`config.mk`:
```
export PLATFORM = sky130hd
export DESIGN_NAME = ob_table_sorted
export DESIGN_NICKNAME = d
export VERILOG_FILES = /design/src/rtl/ob_pkg.sv /design/src/rtl/ob_reject_fifo.sv /design/src/rtl/ob_table_sorted.sv
export SDC_FILE = /design/constraint.sdc
export NUM_CORES = 2
export LEC_CHECK = 0
export CORE_MARGIN = 2
export CORE_UTILIZATION = 40
export CTS_CLUSTER_DIAMETER = 60
export DETAILED_ROUTE_END_ITERATION = 7
export MAX_ROUTING_LAYER = met4
export PLACE_DENSITY = 0.58
export RECOVER_POWER = 50
export REMOVE_ABC_BUFFERS = 1
export SLEW_MARGIN = 20
export SYNTH_ARGS = -nofsm -noshare
export SYNTH_HDL_FRONTEND = slang
export SYNTH_SLANG_ARGS = --single-unit
```
`constraint.sdc`:
```
create_clock -name clk -period 16.8 [get_ports clk]
set_clock_uncertainty 0.1 [all_clocks]
set_input_delay 5.04 -clock clk [delete_from_list [all_inputs] [get_ports clk]]
set_output_delay 5.04 -clock clk [all_outputs]
set_load 0.005 [all_outputs]
```
`src/rtl/ob_pkg.sv`:
```
// Shared types for the order-book side tables: order record, command
// opcodes, response status and the per-entry shift-select code.
package ob_pkg;

    localparam int OB_UID_W   = 16;
    localparam int OB_PRICE_W = 32;
    localparam int OB_QTY_W   = 16;

    typedef struct packed {
        logic [OB_UID_W-1:0]   uid;
        logic [OB_PRICE_W-1:0] price;
        logic [OB_QTY_W-1:0]   qty;
    } order_t;

    typedef enum logic [1:0] {
        OP_INSERT = 2'd0,
        OP_POP    = 2'd1,
        OP_CANCEL = 2'd2
    } opcode_t;

    typedef enum logic [1:0] {
        ST_OK            = 2'd0,
        ST_ERR_EMPTY     = 2'd1,
        ST_ERR_NOT_FOUND = 2'd2,
        ST_REJECTED      = 2'd3
    } status_t;

    // Where each table slot takes its next value from.
    typedef enum logic [1:0] {
        SEL_KEEP = 2'd0,
        SEL_PREV = 2'd1,   // take entry i-1 (insert shifts up)
        SEL_NEXT = 2'd2,   // take entry i+1 (remove shifts down)
        SEL_NEW  = 2'd3    // take the incoming order
    } sel_t;

    // True when price a is strictly better than price b for this side.
    function automatic logic price_better(input logic                  is_ask,
                                          input logic [OB_PRICE_W-1:0] a,
                                          input logic [OB_PRICE_W-1:0] b);
        return is_ask ? (a < b) : (a > b);
    endfunction

endpackage

```
`src/rtl/ob_reject_fifo.sv`:
```
// Small FIFO collecting evicted or unplaceable orders. The head is held in
// a register so the consumer sees a clean output; a push into an empty
// queue is forwarded straight into the head register.
module ob_reject_fifo #(
    parameter int W = 64,
    parameter int N = 4
) (
    input  logic         clk,
    input  logic         rst,
    input  logic         push,
    input  logic [W-1:0] push_data,
    input  logic         pop,
    output logic         valid_r,
    output logic [W-1:0] head_r,
    output logic         full_r
);

    localparam int PTR_W = $clog2(N);
    localparam int CNT_W = $clog2(N + 1);

    logic [W-1:0]     mem [N];
    logic [PTR_W-1:0] rd_ptr;
    logic [PTR_W-1:0] wr_ptr;
    logic [PTR_W-1:0] rd_ptr_nxt;
    logic [CNT_W-1:0] count;
    logic [CNT_W-1:0] count_nxt;
    logic             do_push;
    logic             do_pop;
    logic [W-1:0]     head_nxt;

    // Qualify push/pop and work out the next count and head value.
    always_comb begin
        // NOTE: every output gets a default first so no path infers a latch.
        count_nxt = count;
        head_nxt  = '0;
        do_pop    = pop && (count != '0);
        do_push   = push && ((count != CNT_W'(N)) || do_pop);
        rd_ptr_nxt = do_pop ? rd_ptr + PTR_W'(1) : rd_ptr;
        if (do_push && !do_pop) begin
            count_nxt = count + CNT_W'(1);
        end else if (!do_push && do_pop) begin
            count_nxt = count - CNT_W'(1);
        end
        if (count_nxt == '0) begin
            head_nxt = '0;
        end else if (do_push && (wr_ptr == rd_ptr_nxt)) begin
            head_nxt = push_data;   // the entry being written becomes the head
        end else begin
            head_nxt = mem[rd_ptr_nxt];
        end
    end

    // Storage array written on push.
    // NOTE: the data array has no reset; only pointers and count need one.
    always_ff @(posedge clk) begin
        if (do_push) begin
            mem[wr_ptr] <= push_data;
        end
    end

    // Pointers, count and registered head/flags.
    always_ff @(posedge clk or negedge rst) begin
        // NOTE: sequential state always uses non-blocking assignment.
        if (!rst) begin
            rd_ptr  <= '0;
            wr_ptr  <= '0;
            count   <= '0;
            valid_r <= 1'b0;
            full_r  <= 1'b0;
            head_r  <= '0;
        end else begin
            rd_ptr  <= rd_ptr_nxt;
            wr_ptr  <= do_push ? wr_ptr + PTR_W'(1) : wr_ptr;
            count   <= count_nxt;
            valid_r <= (count_nxt != '0);
            full_r  <= (count_nxt == CNT_W'(N));
            head_r  <= head_nxt;
        end
    end

endmodule

```
`src/rtl/ob_table_sorted.sv`:
```
// One side of the order book: N resting orders kept sorted best-first
// (price, then arrival). Insert/pop/cancel are built from a per-slot select
// mux; orders pushed out of a full table go to the reject FIFO.
module ob_table_sorted
    import ob_pkg::*;
#(
    parameter int   N        = 16,
    parameter logic is_ask   = 1'b1,
    parameter int   REJECT_N = 4
) (
    input  logic                   clk,
    input  logic                   rst,
    input  logic                   cmd_vld,
    output logic                   cmd_rdy,
    input  opcode_t                cmd_opcode,
    input  order_t                 cmd_order,
    output logic                   rsp_vld_r,
    output status_t                rsp_status_r,
    output order_t                 rsp_order_r,
    output logic                   best_vld_r,
    output order_t                 best_order_r,
    output logic [$clog2(N+1)-1:0] occupancy_r,
    input  logic                   reject_pop,
    output logic                   reject_valid_r,
    output order_t                 reject_order_r
);

    localparam int CNT_W = $clog2(N + 1);
    localparam int IDX_W = $clog2(N);

    order_t           tbl      [N];
    order_t           tbl_nxt  [N];
    order_t           prev_src [N];
    order_t           next_src [N];
    sel_t             sel      [N];
    logic [N-1:0]     ahead_vec;
    logic [N-1:0]     match_vec;
    int               ins_pos;
    logic             cancel_hit;
    logic [IDX_W-1:0] cancel_idx;
    logic             tbl_full;
    logic             do_ins;
    logic             do_rem;
    int               op_pos;
    logic [CNT_W-1:0] cnt_nxt;
    logic             rej_push;
    order_t           rej_data;
    logic             rej_full;
    logic             rsp_vld_n;
    status_t          rsp_status_n;
    order_t           rsp_order_n;

    assign tbl_full = (occupancy_r == CNT_W'(N));
    assign cmd_rdy  = ~rej_full;

    // Per-entry compare vector: which valid entries stay ahead of the new
    // order (better or equal price) and which carry the cancel uid.
    always_comb begin
        for (int i = 0; i < N; i++) begin
            ahead_vec[i] = (i < int'(occupancy_r)) &&
                           !price_better(is_ask, cmd_order.price, tbl[i].price);
            match_vec[i] = (i < int'(occupancy_r)) && (tbl[i].uid == cmd_order.uid);
        end
    end

    // Insert position is the count of entries ahead; cancel picks the
    // lowest-index match.
    always_comb begin
        ins_pos    = 0;
        cancel_hit = 1'b0;
        cancel_idx = '0;
        for (int i = 0; i < N; i++) begin
            if (ahead_vec[i]) ins_pos = ins_pos + 1;
        end
        for (int i = N - 1; i >= 0; i--) begin
            if (match_vec[i]) begin
                cancel_hit = 1'b1;
                cancel_idx = IDX_W'(i);
            end
        end
    end

    // Command decode: choose insert/remove position, reject push and response.
    always_comb begin
        do_ins       = 1'b0;
        do_rem       = 1'b0;
        op_pos       = 0;
        cnt_nxt      = occupancy_r;
        rej_push     = 1'b0;
        rej_data     = '0;
        rsp_vld_n    = 1'b0;
        rsp_status_n = ST_OK;
        rsp_order_n  = '0;
        for (int i = 0; i < N; i++) sel[i] = SEL_KEEP;

        if (cmd_vld && cmd_rdy) begin
            rsp_vld_n = 1'b1;
            case (cmd_opcode)
                OP_INSERT: begin
                    if (!tbl_full) begin
                        do_ins  = 1'b1;
                        op_pos  = ins_pos;
                        cnt_nxt = occupancy_r + CNT_W'(1);
                    end else if (price_better(is_ask, cmd_order.price, tbl[N-1].price)) begin
                        // Worst entry makes room; it falls off the top during the shift.
                        do_ins   = 1'b1;
                        op_pos   = ins_pos;
                        rej_push = 1'b1;
                        rej_data = tbl[N-1];
                    end else begin
                        rej_push     = 1'b1;
                        rej_data     = cmd_order;
                        rsp_status_n = ST_REJECTED;
                    end
                end
                OP_POP: begin
                    if (occupancy_r == '0) begin
                        rsp_status_n = ST_ERR_EMPTY;
                    end else begin
                        do_rem      = 1'b1;
                        op_pos      = 0;
                        rsp_order_n = tbl[0];
                        cnt_nxt     = occupancy_r - CNT_W'(1);
                    end
                end
                OP_CANCEL: begin
                    if (!cancel_hit) begin
                        rsp_status_n = ST_ERR_NOT_FOUND;
                    end else begin
                        do_rem      = 1'b1;
                        op_pos      = int'(cancel_idx);
                        rsp_order_n = tbl[cancel_idx];
                        cnt_nxt     = occupancy_r - CNT_W'(1);
                    end
                end
                default: rsp_vld_n = 1'b0;
            endcase
        end

        for (int i = 0; i < N; i++) begin
            if (do_ins) begin
                if (i == op_pos)     sel[i] = SEL_NEW;
                else if (i > op_pos) sel[i] = SEL_PREV;
            end else if (do_rem && (i >= op_pos)) begin
                sel[i] = SEL_NEXT;
            end
        end
    end

    // Per-slot select mux; zeros shift in at the ends so free slots stay clear.
    always_comb begin
        prev_src[0]   = '0;
        next_src[N-1] = '0;
        for (int i = 1; i < N; i++)     prev_src[i] = tbl[i-1];
        for (int i = 0; i < N - 1; i++) next_src[i] = tbl[i+1];
        for (int i = 0; i < N; i++) begin
            case (sel[i])
                SEL_PREV: tbl_nxt[i] = prev_src[i];
                SEL_NEXT: tbl_nxt[i] = next_src[i];
                SEL_NEW:  tbl_nxt[i] = cmd_order;
                default:  tbl_nxt[i] = tbl[i];
            endcase
        end
    end

    // Table, occupancy, best-order view and response registers. The table is
    // cleared on reset so free slots always read as zero.
    always_ff @(posedge clk or negedge rst) begin
        if (!rst) begin
            for (int i = 0; i < N; i++) tbl[i] <= '0;
            occupancy_r  <= '0;
            best_vld_r   <= 1'b0;
            best_order_r <= '0;
            rsp_vld_r    <= 1'b0;
            rsp_status_r <= ST_OK;
            rsp_order_r  <= '0;
        end else begin
            for (int i = 0; i < N; i++) tbl[i] <= tbl_nxt[i];
            occupancy_r  <= cnt_nxt;
            best_vld_r   <= (cnt_nxt != '0);
            best_order_r <= tbl_nxt[0];
            rsp_vld_r    <= rsp_vld_n;
            rsp_status_r <= rsp_status_n;
            rsp_order_r  <= rsp_order_n;
        end
    end

    ob_reject_fifo #(
        .W ($bits(order_t)),
        .N (REJECT_N)
    ) u_reject_fifo (
        .clk       (clk),
        .rst       (rst),
        .push      (rej_push),
        .push_data (rej_data),
        .pop       (reject_pop),
        .valid_r   (reject_valid_r),
        .head_r    (reject_order_r),
        .full_r    (rej_full)
    );

endmodule

```
## Yosys cells after proc, flatten, opt, wreduce, memory -nomap -nowiden

Memories as Yosys holds them, arrays and structs flattened.
Index checks and enable logic that the tools add are counted.

- Flip-flop bits (word level): 1170
- Memory bits (writable): 256
- Output and inout bits: 203
- Logic and storage cells: 507
- Memories kept: 1

- Add/subtract/negate cells: 21
- $lt $le $gt $ge: 65
- Eq/ne operators: 85
- Muxes and demuxes: 175
- Bitwise gates (word level): 2
- Reduce and logical (&&, ||, !) cells: 97

Memory list:

| name | depth | width | rd ports | clocked after memory_dff | wr ports | line | RTL |
|---|---|---|---|---|---|---|---|
| u_reject_fifo.mem | 4 | 64 | 1 | 0 | 1 | ob_reject_fifo.sv:21 | `logic [W-1:0] mem [N];` |

Operators by type and width:

| kind | number |
|---|---|
| $pmux 64 s3 | 16 |
| $mux 64 | 11 |
| $mux 32 | 18 |
| $lt 32x32->1 | 16 |
| $add 32x2->32 const B | 15 |
| $bmux 64 s4 | 1 |
| $eq 16x16->1 | 16 |
| $eq 5x32->1 const A | 8 |
| $ge 5x32->1 const A | 8 |
| $gt 5x32->1 const A | 8 |
| $eq 4x32->1 const A | 4 |
| $ge 4x32->1 const A | 4 |
| $gt 4x32->1 const A | 4 |
| $pmux 64 s2 | 1 |
| $mux 2 | 53 |
| $mux 4 | 17 |
| $eq 2x2->1 const B | 33 |
| $eq 3x32->1 const A | 2 |
| $ge 3x32->1 const A | 2 |
| $gt 3x32->1 const A | 2 |
| $pmux 32 s2 | 1 |
| $logic_and 1x1->1 | 54 |
| $reduce_bool 3->1 | 18 |
| $mux 1 | 48 |
| 35 further kinds | 85 |

## Depth between registers and ports, before layout

- Word-level depth: 44
- Mapped depth: 79
- Mapped depth without buffers: 75

## By module

Synthesis repeated with hierarchy kept, for this count alone.

- Cell total of the unflattened synthesis: 11285
- Area, all modules: 97536.0 sq um

Modules (own cells, without submodules):

| module | instances | cells each | area each (sq um) | seq. area each (sq um) |
|---|---|---|---|---|
| ob_table_sorted | 1 | 9937 | 82252.6 | 27451.3 |
| ob_reject_fifo | 1 | 1348 | 15283.4 | 9514.1 |

## Worst setup path before layout

OpenSTA, ideal clock, no wires.

- Path kind: input -> register
- Start: input cmd_order[16] (netlist bit)
- End: register, netlist name next_src[150]
- Library setup time: 142 ps
- Arrival: 17935 ps
- Path slack: -1377 ps
- Stages on the path: 79
- Path buffers: 6
- Cell sequence: clkbuf_1 -> clkbuf_1 -> nand2b_1 -> a21o_1 -> a21o_1 -> a21o_1 -> a21o_1 -> a21o_1 -> a21o_1 -> a21oi_1 -> nor2b_1 -> o21ai_0 -> nand2b_1 -> a21o_1 -> a21o_1 -> a21o_1 -> a21o_1 -> a21o_1 -> (+43 left out) -> nor2_1 -> ha_1 -> nand2_1 -> nand2_1 -> ha_1 -> nand3b_1 -> o31ai_1 -> a22oi_1 -> nand2b_1 -> clkbuf_1 -> nand2b_1 -> clkbuf_1 -> o21ai_0 -> o21ai_1 -> buf_2 -> buf_2 -> mux2i_1 -> o221ai_1

- Word-level cells in the longest chain between the ends: 44
- Elaborated cells on any way between the ends: 100
- Classes of those cells: 15 x add/sub; 18 x order compare; 4 x eq/ne; 29 x mux; 34 x reduce/logical

Ends and longest elaborated chain:

| element | line | RTL |
|---|---|---|
| from (decl) | ob_table_sorted.sv:16 | `input order_t cmd_order,` |
| $lt 32x32->1 | ob_pkg.sv:40 | `return is_ask ? (a < b) : (a > b);` |
| $logic_not 1->1 | ob_table_sorted.sv:61 | `!price_better(is_ask, cmd_order.price, tbl[i].price);` |
| $logic_and 1x1->1 | ob_table_sorted.sv:60 | `ahead_vec[i] = (i < int'(occupancy_r)) &&` |
| $mux 1 | ob_table_sorted.sv:73 | `if (ahead_vec[i]) ins_pos = ins_pos + 1;` |
| $add 32x2->32 | ob_table_sorted.sv:73 |  |
| $mux 32 | ob_table_sorted.sv:73 |  |
| $add 32x2->32 | ob_table_sorted.sv:73 |  |
| $mux 32 | ob_table_sorted.sv:73 |  |
| (+28 left out) | n/a |  |
| $pmux 32 s2 | ob_table_sorted.sv:98 | `case (cmd_opcode)` |
| $mux 32 | ob_table_sorted.sv:96 | `if (cmd_vld && cmd_rdy) begin` |
| $gt 5x32->1 / $ge 5x32->1 (equally long branches) | ob_table_sorted.sv:143, ob_table_sorted.sv:144 |  |
| $mux 1 / $logic_and 1x1->1 (equally long branches) | ob_table_sorted.sv:143, ob_table_sorted.sv:144 |  |
| $mux 2, on equally long branches | ob_table_sorted.sv:142, ob_table_sorted.sv:144 |  |
| $mux 2 (*) | ob_table_sorted.sv:141 | `if (do_ins) begin` |
| $eq 2x2->1 / $eq 2x1->1 (equally long branches) | ob_table_sorted.sv:157 | `case (sel[i])` |
| $pmux 64 s3 / $reduce_bool 3->1 (equally long branches) | n/a |  |

Mark *: on every way between the ends. The rest lies on a longest branch, timed or not.
A chain may end at the register's enable or synchronous reset.

## Worst setup path in the final report

- Start: input cmd_order[17] (netlist bit)
- End: register, netlist name next_src[971]

- Word-level cells in the longest chain between the ends: 44
- Elaborated cells on any way between the ends: 100
- Classes of those cells: 15 x add/sub; 18 x order compare; 4 x eq/ne; 29 x mux; 34 x reduce/logical

Ends and longest elaborated chain:

| element | line |
|---|---|
| $lt 32x32->1 | ob_pkg.sv:40 |
| $logic_not 1->1 | ob_table_sorted.sv:61 |
| $logic_and 1x1->1 | ob_table_sorted.sv:60 |
| $mux 1 | ob_table_sorted.sv:73 |
| $add 32x2->32 | ob_table_sorted.sv:73 |
| $mux 32 | ob_table_sorted.sv:73 |
| $add 32x2->32 | ob_table_sorted.sv:73 |
| $mux 32 | ob_table_sorted.sv:73 |
| (+28 left out) | n/a |
| $pmux 32 s2 | ob_table_sorted.sv:98 |
| $mux 32 | ob_table_sorted.sv:96 |
| $gt 2x32->1 / $ge 2x32->1 (equally long branches) | ob_table_sorted.sv:143, ob_table_sorted.sv:144 |
| $mux 1 / $logic_and 1x1->1 (equally long branches) | ob_table_sorted.sv:143, ob_table_sorted.sv:144 |
| $mux 2, on equally long branches | ob_table_sorted.sv:142, ob_table_sorted.sv:144 |
| $mux 2 (*) | ob_table_sorted.sv:141 |
| $eq 2x2->1 / $eq 2x1->1 (equally long branches) | ob_table_sorted.sv:157 |
| $pmux 64 s3 / $reduce_bool 3->1 (equally long branches) | n/a |

Marks and branches as above.

==> results.md <==
| Item | Value | Unit |
| --- | --- | --- |
| Count of mapped cells out of synthesis | 10830 | - |
| Period minus WS final | 17.13 | ns |
| Crit path kind | input port to flop | - |
| DRC errors left | 5 | - |
| Wire length of the first global-routing pass | 609.1 | mm |
| Worst reg-to-reg path cell count | 83 | - |
| Worst max-slew margin expressed relative to the limit | -379.1 | % |
| Proportion of synthesized chip area in sequential cells | 38.49 | % |
| Endpoint of the worst hold path | next_src[519] | - |
| Fraction of layout cells with a size suffix above 1 | 14.56 | % |
| Standard cell core area | 238300 | um^2 |
| Detail Placement HPWL | 286.5 | mm |
| Library cells used by synthesis | 105 | - |
| Number of setup violations in the final report | 994 | - |
| Number of antenna violations at the first check in global routing | 27 | - |
| Cell with the largest stage delay on the worst path | or4_4 | - |
| Clock network fraction of design power | 21.4 | % |
| Switching share of total power | 42.73 | % |
| Worst r2r dst | next_src[971] | - |
| Comb power frac | 44.2 | % |
| Internal | 0.01148 | W |
| PwrDens | 170.6 | nW/um^2 |
| Failing checks | design-rule violations, max-capacitance violations, max-slew violations, negative setup slack | - |
| Setup slack after layout | -0.3330 | ns |
| Fill cell instance count of the final layout | 22060 | - |
| Count of flip-flops with a built-in enable after synthesis | 256 | - |
| Total of warnings raised by yosys | 0 | - |
| Worst Hold Margin | 0.4557 | ns |
| Count of cells along the worst hold path | 2 | - |
| Die area | 244000 | um^2 |
| Setup crit start kind | input port | - |
| Switching power | 0.008566 | W |
| Post-placement setup slack | -2.930 | ns |
| Met1 GRT Util | 46.28 | % |
| Global route total overflow | 0 | - |
| # Max-Cap Violations | 12 | - |
| Maximum net fanout on the critical path | 7 | - |
| Worst min-delay path class | flop to flop | - |
| Crit-path most repeated cell | buf_4 | - |
| Hold_sp | next_src[455] | - |
| IO Count | 273 | - |
| Delay of the slowest cell on the worst path | 0.58 | ns |
| Pin count of the biggest net entering global routing | 160 | - |
| Number of buffers created by CTS | 185 | - |
| Peak ir drop on the vdd network | 0.0001284 | V |
| Routed Antenna Nets | 0 | - |
| Max Transition Viols Final | 926 | - |
| Per-instance average area after synthesis | 8.868 | um^2 |
| Overall routed net length | 423.3 | mm |
| Required time at the endpoint of the critical path | 17.50 | ns |
| Register clock-pin slew on the reported worst setup and hold paths | 0.06 | ns |
| Via count of the first global-routing pass | 89750 | - |
| Global route hottest layer | met2 | - |
| Total Neg Setup Slack | -162.37 | ns |
| Unrepaired setup endpoints after global routing | yes | - |
| Row count | 179 | - |
| Commonest register cell after synthesis | dfrtp_1 | - |
| Die W | 494.0 | um |
| Transition time of the tightest slew-check pin | 7.187 | ns |
| Hold Fails Final Rpt | 0 | - |
| Vert. Die Dim | 494.0 | um |
| CTS tree | yes | - |
| Data arrival time at the worst-slack endpoint | 17.83 | ns |
| Met2 GRT Util | 47.63 | % |
| Reg2reg setup slack | 3.25 | ns |
| Leak Pwr | 47.95 | nW |
| Cell Count, Final, Fillers Out | 14560 | - |
| Clk Tree Root Cell | clkbuf_16 | - |
| Number of vias per cell | 6.462 | - |
| Latest clock arrival within the worst-skew pair | 0.90 | ns |
| Share of synthesized flip-flops with an asynchronous set or reset | 82.05 | % |
| Post-route fraction of the period consumed by the critical path | 102.0 | % |
| Capturing element type of the critical path | flop | - |
| Max Freq | 0.05837 | GHz |
| Deepest level of the CTS H-tree | 4 | - |
| Starting density of the core | 40.30 | % |
| Sequential share of power | 34.4 | % |
| Flops & latches, synth | 1426 | - |
| Post-Syn Area | 96030 | um^2 |
| Initial DRC Count | 13920 | - |
| Layout net count | 11810 | - |
| Number of detailed-route iterations in the first pass | 8 | - |
| Wirelength per Cell | 29.07 | um |
| Area Overhead vs Synth | 22.33 | % |
| RD Place Congestion | 0.9906 | - |
| Count of placed standard cells including taps | 14010 | - |
| Final core utilization | 49.30 | % |
| Maximum clock path buffer count | 3 | - |
| Launching point of the worst reg2reg path | prev_src[913] | - |
| GRT Total Usage | 33.94 | % |
| Vias after detailed routing | 94090 | - |
| M3 GR Usage | 8.558 | % |
| Port-buffer cells | 272 | - |
| Status | finished, violations left | - |
| Number of clock sinks | 1426 | - |
[cell usage in the layout (no fill, tap or decap), types with 137 or more instances in the layout]
master     count
o21ai_0      572
a211oi_1     210
buf_4        574
edfxtp_1     256
dfrtp_1     1170
a22oi_1      468
nand3_1      188
a222oi_1     256
xnor2_1      153
o21ai_1      191
nand2_1     1249
ha_1         516
clkbuf_16    222
xor2_1       137
nand4_1      367
a21oi_1      588
mux2i_1      540
nor2_1       769
a31oi_1      268
inv_1        574
buf_12       203
[synth_stat cells (269+ instances only)]
cell type	count	area, um^2
mux2i_1	557	5575
nor2_1	784	2943
o21ai_0	588	2943
a21oi_1	611	3058
dfrtp_1	1170	29280
nand2_1	1262	4737
ha_1	525	6569
nand4_1	367	2296
a22oi_1	475	3566
inv_1	577	2166
clkbuf_1	689	2586
a31oi_1	269	1683
[metrics by stage]
step / instance area [um^2] / power [W]
2_1_floorplan: 91990 / 0.01118
3_3_place_gp: 107000 / 0.01444
3_5_place_dp: 107000 / 0.01468
4_1_cts: 115900 / 0.01957
5_1_grt: 117500 / 0.02115
6_report: 117500 / 0.02004
[layer usage]
layer	part of all wire, %	vias to the layer above
met5	0	-
met4	4.8	0
met3	11	1004
met2	42	5704
met1	42	46500
li1	-	40880
[critical path: cells and delay by family]
family | cells | cell delay [ns]
compound gates | 21 | 3.42
xor+xnor | 5 | 1.19
simple gates | 6 | 1.16
fa+ha+maj | 2 | 0.50
buf+inv | 49 | 6.41
[cell type report]
type,instances,area (um^2),area share (%)
antenna,18,45.04,0.03834
clock buffer,254,5354,4.558
clock inverter,92,1201,1.023
inverter,579,2173,1.850
multi-input combinational,7835,54260,46.19
sequential,1426,36970,31.47
tap,3167,3963,3.373
timing repair buffer,1189,13510,11.50
[registers in the layout (all words and copies together) (netlist names)]
| name | count |
|---|---|
| best_vld_r | 1 |
| next_src | 960 |
| occupancy_r | 5 |
| prev_src | 64 |
| rsp_order_r | 64 |
| rsp_status_r | 2 |
| rsp_vld_r | 1 |
| u_reject_fifo.count | 3 |
| u_reject_fifo.full_r | 1 |
| u_reject_fifo.head_r | 64 |
| u_reject_fifo.mem | 256 |
| u_reject_fifo.rd_ptr | 2 |
| u_reject_fifo.valid_r | 1 |
| u_reject_fifo.wr_ptr | 2 |
[timing repair]
item | CTS | global route
gates cloned | 22 | 40
gates resized for setup | 177 | 107
pin swaps | 184 | 117
buffers inserted | 100 | 27
hold buffers | 0 | 0
endpoints found under the setup margin | 1024 | 1024
[power groups by stage]
stage | clock (W) | sequential [W] | combinational, W
after floorplan | 0 | 0.00599 | 0.00520
after global placement | 0 | 0.00675 | 0.00769
after detailed placement | 0 | 0.00680 | 0.00788
after CTS | 0.00433 | 0.00675 | 0.00849
after global routing | 0.00447 | 0.00701 | 0.00966
final | 0.00429 | 0.00690 | 0.00886
[cells by family (layout without fill, tap and decap cells)]
family                   count (synthesis)  after routing  share of synthesized area (%)
AO/OA/AOI/OAI                         3227           3227                          22.40
XOR/XNOR                               311            311                          3.065
adder cells (fa/ha/maj)                525            525                          6.841
buffers and inverters                 1568           2114                          6.469
flip-flops                            1426           1426                          38.49
multiplexers                           683            683                          8.058
other                                    0             18                              0
AND/OR/NAND/NOR                       3089           3089                          14.67
[how the worst max path moves through the flow]
stage | cells past startpoint | slack [ns] | end | from
2_1_floorplan | 16 | -35.57 | next_src[128] | cmd_order[60]
3_3_place_gp | 76 | -2.93 | next_src[933] | cmd_order[17]
3_5_place_dp | 76 | -2.93 | next_src[901] | cmd_order[17]
4_1_cts | 81 | -0.12 | next_src[923] | cmd_order[17]
5_1_grt | 82 | -0.75 | next_src[158] | cmd_order[17]
6_report | 83 | -0.33 | next_src[971] | cmd_order[17]
(Power assumes the default switching activity.)
